File: config.mk
export PLATFORM = sky130hd
export DESIGN_NAME = if_stage
export DESIGN_NICKNAME = d
export VERILOG_FILES = /design/src/rtl/pipeline_pkg.sv /design/src/rtl/pc_reg.sv /design/src/rtl/if_stage.sv
export SDC_FILE = /design/constraint.sdc
export NUM_CORES = 1
export LEC_CHECK = 0
export ABC_AREA = 1
export BUFFER_PORTS_ARGS = -buffer_cell sky130_fd_sc_hd__buf_2
export CELL_PAD_IN_SITES_DETAIL_PLACEMENT = 1
export CELL_PAD_IN_SITES_GLOBAL_PLACEMENT = 2
export CORE_MARGIN = 1
export CORE_UTILIZATION = 27
export DETAILED_ROUTE_END_ITERATION = 12
export GPL_TIMING_DRIVEN = 0
export PLACE_DENSITY_LB_ADDON = 0.2
export SYNTH_ARGS = -nofsm -noshare
export SYNTH_HDL_FRONTEND = slang
export SYNTH_SLANG_ARGS = --single-unit
File: constraint.sdc
create_clock -name clk -period 4 [get_ports clk]
set_clock_uncertainty 0.2 [all_clocks]
set_input_delay 0.8 -clock clk [delete_from_list [all_inputs] [get_ports clk]]
set_output_delay 0.8 -clock clk [all_outputs]
set_load 0.005 [all_outputs]
File: src/rtl/pipeline_pkg.sv
// Types and constants shared between the fetch and decode stages:
// the IF/ID bundle and the canonical NOP encoding used for bubbles.
package pipeline_pkg;

  localparam logic [31:0] NOP_ENCODING = 32'h0000_0013;

  typedef struct packed {
    logic [31:0] instr;
    logic [31:0] PC;
    logic [31:0] PCPlus4;
  } ifid_t;

endpackage

File: src/rtl/pc_reg.sv
// 32-bit register with a synchronous reset value and a load enable;
// used as the fetch program counter.
module pc_reg #(
  parameter logic [31:0] RESET_VAL = 32'h0000_0000
) (
  input  logic        clk,
  input  logic        reset,
  input  logic        en,
  input  logic [31:0] d,
  output logic [31:0] q
);

  logic [31:0] pc_d;
  logic [31:0] pc_q;

  always_comb begin
    pc_d = pc_q;
    if (en) pc_d = d;
  end

  always_ff @(posedge clk) begin
    if (reset) pc_q <= RESET_VAL;
    else       pc_q <= pc_d;
  end

  assign q = pc_q;

endmodule

File: src/rtl/if_stage.sv
// Instruction fetch stage plus IF/ID pipeline register.
// Optional macro IF_MISALIGN_CHK_EN: word-align redirect targets and raise a sticky misalign flag.
import pipeline_pkg::*;

module if_stage #(
  parameter logic [31:0] RESET_PC  = 32'h0000_0000,
  parameter logic [31:0] NOP_INSTR = NOP_ENCODING
) (
  input  logic        clk,
  input  logic        reset,
  input  logic        StallF,
  input  logic        StallD,
  input  logic        FlushD,
  input  logic        PCSrcE,
  input  logic [31:0] PCTargetE,
  output logic [31:0] imem_addr,
  input  logic [31:0] imem_rdata,
  output logic [31:0] PCF,
  output ifid_t       outputs,
  output logic        fetch_misaligned
);

  logic [31:0] pc_plus4_f;
  logic [31:0] target_f;
  logic [31:0] pc_next_f;
  logic        pc_en;
  ifid_t       ifid_d;
  ifid_t       ifid_q;

`ifdef IF_MISALIGN_CHK_EN
  logic misalign_d;
  logic misalign_q;

  assign target_f = {PCTargetE[31:2], 2'b00};

  always_comb begin
    misalign_d = misalign_q;
    if (PCSrcE && (PCTargetE[1:0] != 2'b00)) misalign_d = 1'b1;
  end

  always_ff @(posedge clk) begin
    if (reset) misalign_q <= 1'b0;
    else       misalign_q <= misalign_d;
  end

  assign fetch_misaligned = misalign_q;
`else
  assign target_f         = PCTargetE;
  assign fetch_misaligned = 1'b0;
`endif

  // A redirect must never be dropped, so it forces the PC enable past StallF.
  assign pc_plus4_f = PCF + 32'd4;
  assign pc_next_f  = PCSrcE ? target_f : pc_plus4_f;
  assign pc_en      = PCSrcE | ~StallF;

  pc_reg #(
    .RESET_VAL (RESET_PC)
  ) u_pc_reg (
    .clk   (clk),
    .reset (reset),
    .en    (pc_en),
    .d     (pc_next_f),
    .q     (PCF)
  );

  // The synchronous imem is addressed with the PC's next value so its data
  // lines up with PCF in the following cycle.
  always_comb begin
    imem_addr = PCF;
    if (reset)      imem_addr = RESET_PC;
    else if (pc_en) imem_addr = pc_next_f;
  end

  always_comb begin
    ifid_d = ifid_q;
    if (FlushD) begin
      ifid_d.instr   = NOP_INSTR;
      ifid_d.PC      = 32'd0;
      ifid_d.PCPlus4 = 32'd0;
    end else if (!StallD) begin
      ifid_d.instr   = imem_rdata;
      ifid_d.PC      = PCF;
      ifid_d.PCPlus4 = pc_plus4_f;
    end
  end

  always_ff @(posedge clk) begin
    if (reset) begin
      ifid_q.instr   <= NOP_INSTR;
      ifid_q.PC      <= 32'd0;
      ifid_q.PCPlus4 <= 32'd0;
    end else begin
      ifid_q <= ifid_d;
    end
  end

  assign outputs = ifid_q;

endmodule

; ---- After elaboration in Yosys (flattened, before gate mapping)
; Cells that the tools add are included.
[word_totals]
ff_bits = 128
inputBits = 70
[classes]
reduce_logical = 1
muxes = 3
addsub = 1
n_bitwise = 2
[ops]
columns = operator, count
row1 = $mux W32, 3
row2 = $add A32 B3 Y32 const B, 1
row3 = $reduce_or A2 Y1, 1
row4 = $not A1 Y1, 1
row5 = $or A1 B1 Y1, 1

; ---- Depth between registers and ports, before layout
[logic_depth]
ltp_word = 4
ltp_mapped = 10
ltp_nobuf = 10

; ---- Hierarchy
; Synthesis repeated with hierarchy kept, for this count alone.
[unflattened]
cells_unflattened = 1001
hier_area_um2 = 6451.2
[by_module_without_submodules]
columns = module, instances, area_per_inst_um2, cells_each
row1 = if_stage, 1, 5112.4, 798
row2 = pc_reg, 1, 1338.8, 203

; ---- Worst setup path after synthesis
; No wires, ideal clock.
[synth_timing]
path_kind = input port to output port
start = input PCSrcE
end = output imem_addr[17]
arrival_ps = 1771
cell_stages = 8
required_time_ps = 3000
slack_ps = 1229
path_cell_list = buf_2 inv_1 nand2_1 inv_1 buf_2 a22o_1 inv_1 a21oi_1
[synth_via]
elab_chain_cells = 3
word_cells_on_any_way = 4
[synth_rtl]
columns = element, line_no
row1 = start: declaration, if_stage.sv:14  ; input logic PCSrcE,
row2 = $mux W32 / $or A1 B1 Y1 (equally long branches), "if_stage.sv:54, if_stage.sv:55"
row3 = $mux W32 *, n/a
row4 = $mux W32 *, if_stage.sv:71  ; if (reset) imem_addr = RESET_PC;
row5 = end: declaration, if_stage.sv:16  ; output logic [31:0] imem_addr,
; Mark *: on every way between the ends. The rest lies on a longest branch, timed or not.

; ---- Worst setup path in the final report
[layout_timing]
start = input PCSrcE
end = output imem_addr[21]
; The elaborated chain is that of the path after synthesis.

==> impl_results.md <==
- Post-CTS Setup Bufs: 0
- Mapped Area: 0.00550 mm^2
- Maximum clock rate: roughly 0.29 GHz
- WL/cell: 16.3 um
- Vias in the first global route: ~5700
- Part of the cycle the worst path needs: 0.861
- Setup violators final: 0
- Sequential area share after synthesis: 0.459
- Clk pwr share: 0.503
- Sw Ratio: 0.254
- Overflow after GRT: 0
- Clock Sinks: 126
- Num CTS Buffers: 17
- Synth cell types: 23
- Via density: about 4.5
- Max_slew headroom: 0.498
- Leak: approximately 3.8 nW
- TritonRoute pass-1 iters: 4
- CP max-delay cell: clkbuf_1
- Initial Utilization: 0.279
- Transition time of the tightest slew-check pin: 0.752 ns
- Post-CTS Resized: 0
- Required time of the critical path: ~3.0 ns
- Unrepaired setup endpoints after global routing: no
- CTS Root Cell: clkbuf_16
- First-pass GRT wire length: roughly 32 mm
- Crit-path leading delay family: buffers and inverters
- Yosys top cell area share: 0.459
- DRT iter0 DRCs: 181
- Setup TNS Final: 0 ns
- Routed Antenna Nets: 0
- Core area: between 0.015 and 0.02 mm^2
- Overall Global Routing Usage: 0.207
- Worst path cell trace: buf_2, nor2_1, clkbuf_1, buf_2, nand2_1, a21oi_1, buf_2
- Fin nets: 1110
- Critical Path Fanout Max: 10
- Seq pwr share: 0.399
- Status: finished, final reports clean
- Synth area leader: dfxtp_1
- # IOs: about 230
- Simple-gate share of the synthesized area: 0.269
- Vias: just under 6000
- Reg2reg end: u_pc_reg.q[20]
- Top post-synthesis cells by area: dfxtp_1 46%, nand2_1 16%, a21oi_1 7.6%
- Clock tree buffer depth: 2
- Reg2Reg Depth: 10
- FP Rows: 51
- Adder-cell area share of the yosys netlist: 0.00228
- Launch point of the worst path: PCSrcE
- Syn. warnings: 0
- Clock H-tree levels: 4
- Layout cell share with drive strength beyond 1: 0.275
- R2R setup slack: 2.00 ns
- Buffers on Ports: ~230
- Register area: between 0.002 and 0.003 mm^2
- Initial antenna violation count: 1
- Mapped Cells: 792
- CP Buf/Inv Count: 4
- Worst slack, placed: around 0.51 ns
- Final non-filler cell area: approximately 0.0076 mm^2
- Synth-to-Final Area Change: 38.6%
- Avg Inst Size Synth: a little under 7 um^2
- Compound-Gate Fraction of Synth Area: 0.156
- Hold Vio Cnt, Final: 0
- Multi-input logic area: around 0.0025 mm^2
- Seq cells post-synth: between 100 and 150
- CTS clk-pin slew, worst paths: around 0.06 ns
- Worst skew pair latency: around 0.42 ns
- Min-Delay Path Class: flop to flop
- Syn Nets: 863
- WP data arrival: 2.44 ns
- Combinational share of power: 0.098
- GP Congestion: approximately 0.81
- Die width: ~140 um
- Tmin final: 3.44 ns
- Die area: ~0.021 mm^2
- Min setup slack post-route: around 0.56 ns
- Worst setup path category: input port to output port
- Max incr delay on CP: 0.46 ns
- Post-DP HPWL: 17.0 mm
- Power Dens Cells: ~450 mW/mm^2
- CP Depth: 7
- XOR/XNOR Fraction of Synth Area: 0.0239
- Die height: roughly 140 um
- Maxcap violations: 0
- CTS tree: built
- Sw power: between 0.8 and 0.9 mW
- Hold_ws: around 0.26 ns
- Cell Area, Placed: between 0.006 and 0.007 mm^2
- Routed WL: roughly 21 mm
- VDD IR-drop max: ~290 uV
- Drt drc: 0
- Total power: around 3.4 mW
- CP Capture Type: output port
- Cell mode on critical path: buf_2
- FF-to-FF Start: u_pc_reg.q[2]
- Final count of pins violating max slew: 0
- Internal power: between 2 and 3 mW
- Hold buffer count at cts: 0
- Filler cell count: around 2500
- Setup crit start kind: input port
- CP endpoint: imem_addr[21]
- Largest net degree at the start of global routing: 17
- Largest family of logic cells by synthesized area: simple AND/OR/NAND/NOR gates
- Proportion of synthesized area in mux cells: 0
[flip-flops by register name, summed over array words and instances, names as in the netlist]
| name | flops |
|---|---|
| outputs | 94 |
| u_pc_reg.q | 32 |
[how the worst min path moves through the flow]
stage | endpoint | start | slack (ns) | cells after the start
floorplan | outputs[32] | u_pc_reg.q[0] | 0.25 | 2
global placement | outputs[49] | outputs[49] | 0.25 | 2
detailed placement | outputs[82] | outputs[82] | 0.25 | 2
CTS | outputs[82] | outputs[82] | 0.26 | 2
global route | outputs[82] | outputs[82] | 0.28 | 2
finish | outputs[41] | outputs[41] | 0.26 | 2
[stage by stage]
step                      utilization  std cells
final                           0.386       1318
after global routing            0.386       1317
after CTS                       0.386       1317
after detailed placement        0.353       1285
after global placement          0.353       1285
after floorplan                     -        792
[worst reg2reg max path: stages, from the launching register on]
cell and delay [ns]:
dfxtp_1 0.44, ha_1 0.24, nand2_2 0.08, nor2_4 0.16, nand2_4 0.11, nor2_4 0.20, nand2_1 0.08, nand2_1 0.06
nand2_1 0.10, a21oi_1 0.14, nor2_1 0.07
[Yosys cell counts (all sizes together)]
library cell    n
and2            3
inv            77
conb            1
a21o            3
o21ai          66
buf            13
a31oi           7
dfxtp         126
xor2           12
ha              1
nand3          21
nor3            1
nand2         237
clkbuf         33
a21oi          83
a22o            5
xnor2           3
nor2          100
[metal layers]
| metal | wire [um] | up-vias | share of wire | track usage |
|---|---|---|---|---|
| met5 | 12 | - | 0.00056 | 0 |
| met3 | 1240 | 15 | 0.058 | 0.0415 |
| li1 | - | 2985 | - | - |
| met2 | 9860 | 169 | 0.46 | 0.348 |
| met1 | 10100 | 2731 | 0.47 | 0.265 |
| met4 | 199 | 2 | 0.0093 | 0.0620 |
[cells in the final DEF (no fill, tap or decap), types with 3 or more instances in the layout]
cell / Yosys / routed
a21oi_1: 83 / 83
clkbuf_8: 0 / 3
inv_6: 0 / 3
xnor2_1: 3 / 3
nor2_4: 7 / 7
a22o_1: 5 / 5
buf_2: 8 / 236
clkbuf_16: 0 / 17
nand3_1: 21 / 21
o21ai_0: 66 / 66
inv_1: 77 / 77
buf_4: 5 / 5
bufinv_16: 0 / 4
clkbuf_1: 33 / 33
xor2_1: 12 / 12
a31oi_1: 7 / 7
and2_1: 3 / 3
dfxtp_1: 126 / 126
nor2_2: 5 / 5
nand2_1: 233 / 233
nor2_1: 88 / 88
a21o_1: 3 / 3
[area by class of cell]
type	count	area share
clock buffer	20	0.0613
buffer	46	0.0264
inverter	77	0.0379
tap	265	0.0435
timing repair buffer	228	0.150
antenna	1	0.000328
clock inverter	12	0.0238
multi-input combinational	543	0.326
sequential	126	0.331
[power groups by stage]
stage	Clock [mW]	Sequential (mW)	Combinational [mW]
floorplan	0	1.37	0.161
global placement	0	1.38	0.339
detailed placement	0	1.38	0.341
CTS	1.75	1.35	0.343
global route	1.81	1.36	0.378
finish	1.71	1.35	0.335
[logic make-up after synthesis]
logic type / count (synthesis)
AND/OR/NAND/NOR: 362
flip-flops: 126
buffers and inverters: 123
AO/OA/AOI/OAI: 164
adder cells (fa/ha/maj): 1
XOR/XNOR: 15
other: 1
Power figures use the tool's default switching activity.
